## config.mk

```make
export PLATFORM = sky130hd
export DESIGN_NAME = mem_port_arbiter_flat
export DESIGN_NICKNAME = d
export VERILOG_FILES = /design/src/rtl/mem_port_arbiter_pkg.sv /design/src/rtl/mem_port_arbiter_if.sv /design/src/rtl/mem_port_arbiter_rr_arbiter2.sv /design/src/rtl/mem_port_arbiter.sv /design/src/flat_wrapper.sv
export SDC_FILE = /design/constraint.sdc
export NUM_CORES = 1
export LEC_CHECK = 0
export BUFFER_PORTS_ARGS = -buffer_cell sky130_fd_sc_hd__buf_2
export CAP_MARGIN = 20
export CORE_AREA = 2 2 118 120
export DETAILED_ROUTE_END_ITERATION = 12
export DIE_AREA = 0 0 120 122
export PLACE_DENSITY = 0.8
export SYNTH_ARGS = -nofsm -noshare
export SYNTH_HDL_FRONTEND = slang
export SYNTH_HIERARCHICAL = 1
export SYNTH_SLANG_ARGS = --single-unit
```

## constraint.sdc

```tcl
create_clock -name clk -period 11.5 [get_ports clk]
set_input_delay 1.15 -clock clk [delete_from_list [all_inputs] [get_ports clk]]
set_output_delay 1.15 -clock clk [all_outputs]
set_load 0.01 [all_outputs]
```

## src/rtl/mem_port_arbiter_pkg.sv

```systemverilog
`default_nettype none
// ============================================================================
// Module      : mem_bus_pkg
// Description : Shared constants and types for the unified-memory port arbiter.
// Revision    : 1.0 - initial release
// ============================================================================
package mem_bus_pkg;

    localparam int DEFAULT_ADDR_W = 32;
    localparam int DEFAULT_DATA_W = 32;
    localparam int TO_W           = 8;

    localparam logic [1:0] ST_IDLE = 2'd0;
    localparam logic [1:0] ST_BUSY = 2'd1;
    localparam logic [1:0] ST_RESP = 2'd2;

    typedef enum logic [1:0] {
        S_IDLE = ST_IDLE,
        S_BUSY = ST_BUSY,
        S_RESP = ST_RESP
    } state_t;

endpackage
`default_nettype wire

```

## src/rtl/mem_port_arbiter_if.sv

```systemverilog
`default_nettype none
// ============================================================================
// Module      : mem_port_arbiter_if
// Description : Two master ports plus the memory-side handshake of the arbiter.
// Revision    : 1.0 - initial release
// ============================================================================
interface mem_port_arbiter_if
    import mem_bus_pkg::*;
#(
    parameter int ADDR_W = DEFAULT_ADDR_W,
    parameter int DATA_W = DEFAULT_DATA_W
);
    logic              m0_req;
    logic              m0_we;
    logic [ADDR_W-1:0] m0_addr;
    logic [DATA_W-1:0] m0_wdata;
    logic              m0_ack;
    logic              m0_err;
    logic [DATA_W-1:0] m0_rdata;

    logic              m1_req;
    logic              m1_we;
    logic [ADDR_W-1:0] m1_addr;
    logic [DATA_W-1:0] m1_wdata;
    logic              m1_ack;
    logic              m1_err;
    logic [DATA_W-1:0] m1_rdata;

    logic              mem_req;
    logic              mem_we;
    logic [ADDR_W-1:0] mem_addr;
    logic [DATA_W-1:0] mem_wdata;
    logic              mem_ack;
    logic [DATA_W-1:0] mem_rdata;

    // Arbiter view
    modport slave (
        input  m0_req, m0_we, m0_addr, m0_wdata,
        output m0_ack, m0_err, m0_rdata,
        input  m1_req, m1_we, m1_addr, m1_wdata,
        output m1_ack, m1_err, m1_rdata,
        output mem_req, mem_we, mem_addr, mem_wdata,
        input  mem_ack, mem_rdata
    );

    // Environment view: masters and memory
    modport master (
        output m0_req, m0_we, m0_addr, m0_wdata,
        input  m0_ack, m0_err, m0_rdata,
        output m1_req, m1_we, m1_addr, m1_wdata,
        input  m1_ack, m1_err, m1_rdata,
        input  mem_req, mem_we, mem_addr, mem_wdata,
        output mem_ack, mem_rdata
    );

endinterface
`default_nettype wire

```

## src/rtl/mem_port_arbiter_rr_arbiter2.sv

```systemverilog
`default_nettype none
// ============================================================================
// Module      : rr_arbiter2
// Description : Two-input round-robin grant; a tie goes to the master not served last.
// Revision    : 1.0 - initial release
// ============================================================================
module rr_arbiter2 (
    input  wire logic [1:0] req,
    input  wire logic       last_grant,
    output logic            gnt_valid,
    output logic            gnt_idx
);

    always_comb begin
        gnt_valid = |req;
        if (req == 2'b11) begin
            gnt_idx = ~last_grant;
        end else begin
            gnt_idx = req[1];
        end
    end

endmodule
`default_nettype wire

```

## src/rtl/mem_port_arbiter.sv

```systemverilog
`default_nettype none
// ============================================================================
// Module      : mem_port_arbiter
// Description : Round-robin sharing of the single-ported memory between two masters.
// Revision    : 1.0 - initial release
// ============================================================================
module mem_port_arbiter
    import mem_bus_pkg::*;
#(
    parameter int ADDR_W  = DEFAULT_ADDR_W,
    parameter int DATA_W  = DEFAULT_DATA_W,
    parameter int TIMEOUT = 255
) (
    input  wire logic          clk,
    input  wire logic          rst,
    mem_port_arbiter_if.slave  bus,
    output logic               busy,
    output logic               owner
);

    localparam logic [TO_W-1:0] c_TO_LAST = TO_W'(TIMEOUT - 1);

    state_t            r_state;
    logic              r_last_grant;
    logic [TO_W-1:0]   r_cnt;
    logic              r_mem_req;
    logic              r_mem_we;
    logic [ADDR_W-1:0] r_mem_addr;
    logic [DATA_W-1:0] r_mem_wdata;
    logic              r_ack0;
    logic              r_ack1;
    logic              r_err0;
    logic              r_err1;
    logic [DATA_W-1:0] r_rdata0;
    logic [DATA_W-1:0] r_rdata1;

    logic              w_gnt_valid;
    logic              w_gnt_idx;
    logic              w_we;
    logic [ADDR_W-1:0] w_addr;
    logic [DATA_W-1:0] w_wdata;

    rr_arbiter2 u_rr_arbiter2 (
        .req        ({bus.m1_req, bus.m0_req}),
        .last_grant (r_last_grant),
        .gnt_valid  (w_gnt_valid),
        .gnt_idx    (w_gnt_idx)
    );

    assign w_we    = w_gnt_idx ? bus.m1_we    : bus.m0_we;
    assign w_addr  = w_gnt_idx ? bus.m1_addr  : bus.m0_addr;
    assign w_wdata = w_gnt_idx ? bus.m1_wdata : bus.m0_wdata;

    always_ff @(posedge clk or posedge rst) begin
        if (rst) begin
            r_state      <= S_IDLE;
            r_last_grant <= 1'b1;
            r_cnt        <= '0;
            r_mem_req    <= 1'b0;
            r_mem_we     <= 1'b0;
            r_mem_addr   <= '0;
            r_mem_wdata  <= '0;
            r_ack0       <= 1'b0;
            r_ack1       <= 1'b0;
            r_err0       <= 1'b0;
            r_err1       <= 1'b0;
            r_rdata0     <= '0;
            r_rdata1     <= '0;
            busy         <= 1'b0;
            owner        <= 1'b0;
        end else begin
            // Completion flags are single-cycle pulses
            r_ack0 <= 1'b0;
            r_ack1 <= 1'b0;
            r_err0 <= 1'b0;
            r_err1 <= 1'b0;
            case (r_state)
                S_IDLE: begin
                    if (w_gnt_valid) begin
                        r_mem_req    <= 1'b1;
                        r_mem_we     <= w_we;
                        r_mem_addr   <= w_addr;
                        r_mem_wdata  <= w_wdata;
                        owner        <= w_gnt_idx;
                        r_last_grant <= w_gnt_idx;
                        r_cnt        <= '0;
                        busy         <= 1'b1;
                        r_state      <= S_BUSY;
                    end
                end
                S_BUSY: begin
                    // An ack on the final timeout cycle takes priority over the abort
                    if (bus.mem_ack) begin
                        r_mem_req <= 1'b0;
                        if (owner) begin
                            r_ack1   <= 1'b1;
                            r_rdata1 <= bus.mem_rdata;
                        end else begin
                            r_ack0   <= 1'b1;
                            r_rdata0 <= bus.mem_rdata;
                        end
                        r_state <= S_RESP;
                    end else if (r_cnt == c_TO_LAST) begin
                        r_mem_req <= 1'b0;
                        if (owner) begin
                            r_ack1   <= 1'b1;
                            r_err1   <= 1'b1;
                            r_rdata1 <= '0;
                        end else begin
                            r_ack0   <= 1'b1;
                            r_err0   <= 1'b1;
                            r_rdata0 <= '0;
                        end
                        r_state <= S_RESP;
                    end else begin
                        r_cnt <= r_cnt + TO_W'(1);
                    end
                end
                S_RESP: begin
                    busy    <= 1'b0;
                    r_state <= S_IDLE;
                end
                default: begin
                    r_mem_req <= 1'b0;
                    busy      <= 1'b0;
                    r_state   <= S_IDLE;
                end
            endcase
        end
    end

    assign bus.mem_req   = r_mem_req;
    assign bus.mem_we    = r_mem_we;
    assign bus.mem_addr  = r_mem_addr;
    assign bus.mem_wdata = r_mem_wdata;
    assign bus.m0_ack    = r_ack0;
    assign bus.m0_err    = r_err0;
    assign bus.m0_rdata  = r_rdata0;
    assign bus.m1_ack    = r_ack1;
    assign bus.m1_err    = r_err1;
    assign bus.m1_rdata  = r_rdata1;

endmodule
`default_nettype wire

```

## src/flat_wrapper.sv

```systemverilog
// flat-port wrapper written by rule: the top's interface ports become plain ports
module mem_port_arbiter_flat import mem_bus_pkg::*;
#(
    parameter int ADDR_W  = DEFAULT_ADDR_W,
    parameter int DATA_W  = DEFAULT_DATA_W,
    parameter int TIMEOUT = 255
)
  (clk, rst, busy, owner, bus_m0_req, bus_m0_we, bus_m0_addr, bus_m0_wdata, bus_m0_ack, bus_m0_err, bus_m0_rdata, bus_m1_req, bus_m1_we, bus_m1_addr, bus_m1_wdata, bus_m1_ack, bus_m1_err, bus_m1_rdata, bus_mem_req, bus_mem_we, bus_mem_addr, bus_mem_wdata, bus_mem_ack, bus_mem_rdata);
  mem_port_arbiter_if #(.ADDR_W(ADDR_W), .DATA_W(DATA_W)) bus_i ();
  input  wire logic clk;
  input  wire logic rst;
  output logic busy;
  output logic owner;
  input wire logic [$bits(bus_i.m0_req)-1:0] bus_m0_req;
  input wire logic [$bits(bus_i.m0_we)-1:0] bus_m0_we;
  input wire logic [$bits(bus_i.m0_addr)-1:0] bus_m0_addr;
  input wire logic [$bits(bus_i.m0_wdata)-1:0] bus_m0_wdata;
  output wire logic [$bits(bus_i.m0_ack)-1:0] bus_m0_ack;
  output wire logic [$bits(bus_i.m0_err)-1:0] bus_m0_err;
  output wire logic [$bits(bus_i.m0_rdata)-1:0] bus_m0_rdata;
  input wire logic [$bits(bus_i.m1_req)-1:0] bus_m1_req;
  input wire logic [$bits(bus_i.m1_we)-1:0] bus_m1_we;
  input wire logic [$bits(bus_i.m1_addr)-1:0] bus_m1_addr;
  input wire logic [$bits(bus_i.m1_wdata)-1:0] bus_m1_wdata;
  output wire logic [$bits(bus_i.m1_ack)-1:0] bus_m1_ack;
  output wire logic [$bits(bus_i.m1_err)-1:0] bus_m1_err;
  output wire logic [$bits(bus_i.m1_rdata)-1:0] bus_m1_rdata;
  output wire logic [$bits(bus_i.mem_req)-1:0] bus_mem_req;
  output wire logic [$bits(bus_i.mem_we)-1:0] bus_mem_we;
  output wire logic [$bits(bus_i.mem_addr)-1:0] bus_mem_addr;
  output wire logic [$bits(bus_i.mem_wdata)-1:0] bus_mem_wdata;
  input wire logic [$bits(bus_i.mem_ack)-1:0] bus_mem_ack;
  input wire logic [$bits(bus_i.mem_rdata)-1:0] bus_mem_rdata;
  assign bus_i.m0_req = bus_m0_req;
  assign bus_i.m0_we = bus_m0_we;
  assign bus_i.m0_addr = bus_m0_addr;
  assign bus_i.m0_wdata = bus_m0_wdata;
  assign bus_m0_ack = bus_i.m0_ack;
  assign bus_m0_err = bus_i.m0_err;
  assign bus_m0_rdata = bus_i.m0_rdata;
  assign bus_i.m1_req = bus_m1_req;
  assign bus_i.m1_we = bus_m1_we;
  assign bus_i.m1_addr = bus_m1_addr;
  assign bus_i.m1_wdata = bus_m1_wdata;
  assign bus_m1_ack = bus_i.m1_ack;
  assign bus_m1_err = bus_i.m1_err;
  assign bus_m1_rdata = bus_i.m1_rdata;
  assign bus_mem_req = bus_i.mem_req;
  assign bus_mem_we = bus_i.mem_we;
  assign bus_mem_addr = bus_i.mem_addr;
  assign bus_mem_wdata = bus_i.mem_wdata;
  assign bus_i.mem_ack = bus_mem_ack;
  assign bus_i.mem_rdata = bus_mem_rdata;
  mem_port_arbiter #(.ADDR_W(ADDR_W), .DATA_W(DATA_W), .TIMEOUT(TIMEOUT)) u_core (.clk(clk), .rst(rst), .bus(bus_i), .busy(busy), .owner(owner));
endmodule
```

Word-level counts from Yosys, hierarchy flattened
Cells that the tools add are included.
- RAM bits: 0
- input bits: 167
- memory bits (read-only): 0
- memories kept: 0
- latch bits: 0
- register bits: 147
- word-level logic and storage cells: 76
- bitwise logic cells: 4
- reductions and logical operators: 11
- divide/modulo/power cells: 0
- shift-type cells: 0
- add/subtract/negate cells: 1
- $lt $le $gt $ge: 0
- equality and inequality tests: 8
- $mul: 0
- multiplexer cells: 37
- operator list (kind ; count):
    $mux 32 ; 10
    $mux 8 ; 3
    $mux 1 ; 17
    $pmux 8 s2 ; 1
    $reduce_and 3->1 ; 3
    $add 8x1->8 const B ; 1
    $eq 8x8->1 const B ; 1
    $mux 2 ; 3
    $ne 2x2->1 const B ; 3
    $reduce_and 2->1 ; 3
    $eq 2x2->1 const B ; 2
    $not 1->1 ; 4
    $pmux 2 s2 ; 1
    $reduce_and 4->1 ; 1
    $reduce_bool 2->1 ; 2
    $ne 3x2->1 const B ; 1
    $pmux 1 s3 ; 1
    $eq 2x1->1 const B ; 1
    $logic_not 2->1 ; 1
    $pmux 1 s2 ; 1
    $reduce_or 2->1 ; 1

Logic depth before layout (Yosys ltp)
- depth after elaboration: 4
- depth in mapped cells: 8

Modules after synthesis
The synthesis kept the hierarchy.
- modules (own cells, without submodules) (module ; cells each ; area each (um^2) ; instances ; seq. area each (um^2)):
    mem_port_arbiter ; 522 ; 6122.1 ; 1 ; 3679.8
    rr_arbiter2 ; 2 ; 13.8 ; 1 ; 0.0

Least setup slack after synthesis
OpenSTA, ideal clock, no wires.
- path kind: input to register
- from: input port bus_m1_req
- to: register u_core.r_mem_wdata[6], in the netlist u_core/bus.mem_wdata[6]
- required time: 11363 ps
- arrival: 2370 ps
- setup time: 137 ps
- cell stages on the path: 6
- path slack: 8993 ps
- buffers on the path: 3
- cells stage by stage: a21boi_1 > clkbuf_1 > buf_2 > buf_1 > mux2i_1 > a21oi_1
- longest elaborated chain between the ends: 3
- elaborated cells on any way between the ends: 5
- those cells by class: eq/ne: 1; mux: 2; reduce/logical: 2
- ends and longest elaborated chain (what ; line ; text):
    start, declared ; flat_wrapper.sv:21 ; input wire logic [$bits(bus_i.m1_req)-1:0] bus_m1_req;
    $eq 2x2->1 ; mem_port_arbiter_rr_arbiter2.sv:16 ; if (req == 2'b11) begin
    $mux 1 ; mem_port_arbiter_rr_arbiter2.sv:16 ;
    $mux 32 ; mem_port_arbiter.sv:52 ; assign w_wdata = w_gnt_idx ? bus.m1_wdata : bus.m0_wdata;
    end signal, assigned ; mem_port_arbiter.sv:83 ; r_mem_wdata <= w_wdata;
    end, declared ; mem_port_arbiter.sv:29 ; logic [DATA_W-1:0] r_mem_wdata;
Several ways; a longest one is shown, not always the timed one.
A chain may end at the register's enable or synchronous reset.

Final worst setup path
- from: input port bus_m0_req
- to: register u_core.r_mem_addr[8], in the netlist u_core/bus.mem_addr[8]
- longest elaborated chain between the ends: 3
- elaborated cells on any way between the ends: 5
- those cells by class: eq/ne: 1; mux: 2; reduce/logical: 2
- ends and longest elaborated chain (what ; line ; text):
    start, declared ; flat_wrapper.sv:14 ; input wire logic [$bits(bus_i.m0_req)-1:0] bus_m0_req;
    $eq 2x2->1 ; mem_port_arbiter_rr_arbiter2.sv:16 ;
    $mux 1 ; mem_port_arbiter_rr_arbiter2.sv:16 ;
    named net u_core.w_gnt_idx ; mem_port_arbiter.sv:38 ; logic w_gnt_idx;
    $mux 32 ; mem_port_arbiter.sv:51 ; assign w_addr = w_gnt_idx ? bus.m1_addr : bus.m0_addr;
    end signal, assigned ; mem_port_arbiter.sv:82 ; r_mem_addr <= w_addr;
    end, declared ; mem_port_arbiter.sv:28 ; logic [ADDR_W-1:0] r_mem_addr;
The timed path passes the listed nets, and every way through them passes these cells.

==> run_results.csv <==
group,metric,value,unit
run_status,outcome,"complete, no violations",
floorplan,die_height,122,um
timing,timing_worst_slew_pin_value,1.10,ns
logic_synthesis,synth_flop_cell,"sky130_fd_sc_hd__dfrtp_1",
setup_path,rr_worst_depth,4,
setup_path,worst_flop_to_flop_path_startpoint,"u_core/r_last_grant",
logic_synthesis,synth-warning-count,6,
pwr,pwr_density_cell,267,nW/um^2
clocking,worst_skew_pair.late_latency,0.41,ns
setup_path,timing.setup.critical_path_class,"in2reg",
clocking,clock_tree.buffer_depth,2,
pwr,seq_power_share,0.393,
pwr,switching_share,0.359,
placement,dp_hpwl,12000,um
timing,finClkSkew,0.0123,ns
placement,portBuffers,302,
logic_synthesis,sequential_fraction_of_the_synthesis_area,0.600,
route,detailedRoute.firstIterationViolations,301,
clocking,clock-sinks,147,
global_routing,grt_first_pass_wirelength,26700,um
setup_path,setup.worst_path.start_class,"input pin",
finish,final_cells,1000,
timing,report.final.setup_viol,0,
timing,relative_slew_slack,0.265,
setup_path,path_cells,"buf_2 > a21boi_4 > buf_4 > mux2i_1 > a21oi_1",
logic_synthesis,post_synthesis_cell_type_count,32,
clocking,cts.hold.buffers_added,0,
pwr,switching_power,796,uW
route,routed_length_per_placed_instance,17.2,um
pwr,leakage,4.10,nW
finish,layout.nets,977,
setup_path,crit-reg2reg-capture,"u_core/bus.mem_addr[8]",
timing,achievable-frequency,334,MHz
setup_path,critical-path-slowest-cell,"sky130_fd_sc_hd__a21boi_4",
floorplan,io_pins,303,
floorplan,core.rowCount,43,
logic_synthesis,synth_area_per_cell,11.7,um^2
global_routing,grt_overflow,0,
floorplan,coreArea,13500,um^2
floorplan,floorplan.die_area,14600,um^2
logic_synthesis,synth_top_area_cell,"sky130_fd_sc_hd__dfrtp_1",
timing,finalCritPeriodShare,0.261,
setup_path,timing.reg2reg.setup_slack,8.98,ns
flow_run,max_cap_violations,0,
min_path,start_point_of_the_worst_min_delay_path,"u_core/bus.m0_rdata[30]",
route,drcViolationCount,0,
finish,fill_cells,1156,
route,route.vias.total,5271,
clocking,cts_repair_resize_count,0,
pwr,clock_power_share,0.241,
finish,post_route_cells_drive_above_1_share,0.420,
setup_path,max_stage_delay,0.85,ns
setup_path,critPathRequiredTime,11.74,ns
route,detail_route.wirelength,17200,um
setup_path,timing.critical_path.to_type,"register",
logic_synthesis,yosys-top-cells-area,"sky130_fd_sc_hd__dfrtp_1 60%, sky130_fd_sc_hd__mux2i_1 11%, sky130_fd_sc_hd__a32o_1 8.2%",
clocking,cts_buffers,17,
clocking,root_buffer,"sky130_fd_sc_hd__clkbuf_16",
finish,final_cell_area,8320,um^2
logic_synthesis,netlist_instances,524,
setup_path,worst_setup_path_endpoint,"u_core/bus.mem_addr[8]",
logic_synthesis,post-synth-top-area-fraction,0.595,
pwr,p_int,1.42,mW
logic_synthesis,asyncSetResetFlopFracSynth,1.00,
clocking,tritoncts,"done",
route,detail-route-antenna-nets,0,
timing,final.min_clock_period,3.00,ns
setup_path,worst_ep_arrival_time,3.24,ns
timing,final-max-slew-violation-count,0,
clocking,ctsHtreeMaxLevel,4,
global_routing,initial_antenna_violation_count,0,
pwr,power.combinational.fraction,0.366,
pwr,peakVddDrop,0.144,mV
logic_synthesis,mappedNetlistArea,6140,um^2
logic_synthesis,syn_nets,693,
pwr,report.power.total,2.22,mW
global_routing,grt_max_degree,89,
global_routing,number_of_global_route_vias_before_repair,5270,
min_path,worst_hold_path_type,"reg2reg",
finish,antenna-diode-count,0,
route,post_drt_via_cell_ratio,5.27,
timing,fin_setup_tns,0,ns
clocking,cts_post_setup_buffers_inserted,0,
timing,grt_setup_unrepaired,"false",
finish,flow.area_growth_from_synthesis,35.5,%
clocking,clk_pin_slew,0.06,ns
floorplan,die_w,120,um
route,number_of_detailed_route_iterations_in_the_first_pass,5,
logic_synthesis,synth_edf_count,0,
setup_path,critical_path_startpoint,"bus_m0_req",
global_routing,globalRouteTotalUtil,0.235,
logic_synthesis,synthesized_flop_and_latch_total,147,
placement,detailed_place.area,7740,um^2
timing,hold_viol_final,0,
placement,post-place-cells,968,
floorplan,initial_cell_density_of_the_core,0.454,
placement,place_congestion,0.757,
setup_path,worstPathMaxFanout,41,
-- stage by stage --
| step | hold WS (ns) | setup WS, ns | util |
|---|---|---|---|
| after floorplan | 0.439 | 6.40 | - |
| after global placement | 0.467 | 8.15 | 0.573 |
| after detailed placement | 0.469 | 8.08 | 0.573 |
| after CTS | 0.487 | 8.53 | 0.615 |
| after global routing | 0.497 | 8.37 | 0.616 |
| final | 0.482 | 8.50 | 0.616 |
-- layer usage --
metal  track usage  vias to the layer above  part of all wire
met2         0.388                      238              0.49
met5             0                        -                 0
met1         0.289                     2520              0.41
li1              -                     2489                 -
met3        0.0763                       24             0.088
met4        0.0860                        0             0.018
-- sequential cells by signal, indices dropped and copies added (netlist names) --
signal,flops
u_core/r_last_grant,1
u_core/busy,1
u_core/bus.m1_ack,1
u_core/bus.m0_rdata,32
u_core/bus.m1_rdata,32
u_core/bus.mem_wdata,32
u_core/bus.m0_err,1
u_core/bus.mem_addr,32
u_core/bus.mem_we,1
u_core/bus.mem_req,1
u_core/bus.m1_err,1
u_core/r_cnt,8
u_core/owner,1
u_core/bus.m0_ack,1
u_core/r_state,2
-- worst min-delay path by stage --
stage / to / slack, ns / cells after the start
2_1_floorplan: u_core/r_last_grant / 0.44 / 2
3_3_place_gp: u_core/bus.m0_rdata[7] / 0.47 / 1
3_5_place_dp: u_core/bus.m0_rdata[3] / 0.47 / 1
4_1_cts: u_core/bus.m1_rdata[1] / 0.49 / 1
5_1_grt: u_core/bus.m0_rdata[3] / 0.50 / 1
6_report: u_core/bus.m0_rdata[30] / 0.48 / 1
-- cell usage in the layout, fill, tap and decap left out, drive strengths merged, types with 2 or more instances in the layout --
cell type / instances
nand2: 15
inv: 8
nor2: 71
dfrtp: 146
bufinv: 2
o21ai: 6
buf: 309
and4: 2
or4: 3
ha: 2
a32o: 50
clkbuf: 22
a21oi: 71
nor4b: 2
clkinvlp: 3
mux2i: 65
o211ai: 2
and2: 3
clkinv: 4
nand3: 4
o2bb2ai: 14
o311ai: 2
or3: 2
o31ai: 4
-- synth_stat cells (all sizes together) (2+ instances only) --
library cell / instances
o211ai: 2
and4: 2
ha: 2
a32o: 50
nand2: 15
clkbuf: 31
inv: 8
nand3: 4
o21ai: 6
buf: 13
or3: 2
dfrtp: 146
o2bb2ai: 14
or4: 3
and2: 3
a21oi: 71
mux2i: 65
nor4b: 2
o31ai: 4
o311ai: 2
nor2: 71
-- logic make-up after synthesis --
kind of cell	Yosys count	synth area share
AO/OA/AOI/OAI	151	0.178
AND/OR/NAND/NOR	107	0.0752
adder cells (fa/ha/maj)	2	0.00408
flip-flops	147	0.600
multiplexers	65	0.106
buffers and inverters	52	0.0373
-- layout make-up --
cell class	count	area, um^2	share of cell area
clock buffer	22	464	0.0558
clock inverter	9	106	0.0128
inverter	8	35.0	0.00421
multi-input combinational	325	2240	0.270
sequential	147	3680	0.442
tap	180	225	0.0271
timing repair buffer	309	1560	0.188
-- power groups by stage --
stage | Combinational [mW] | Sequential (mW) | Clock (mW)
after floorplan | 0.355 | 0.977 | 0
after global placement | 0.797 | 0.868 | 0
after detailed placement | 0.815 | 0.877 | 0
after CTS | 0.817 | 0.873 | 0.545
after global routing | 0.892 | 0.902 | 0.571
final | 0.811 | 0.872 | 0.534
-- worst max-delay path, delay by kind of cell --
kind	cells	cell delay, ns
muxes	1	0.26
buffers and inverters	2	0.84
AOI/OAI and AO/OA	2	0.95
No activity file was read; power rests on OpenSTA's default activity.
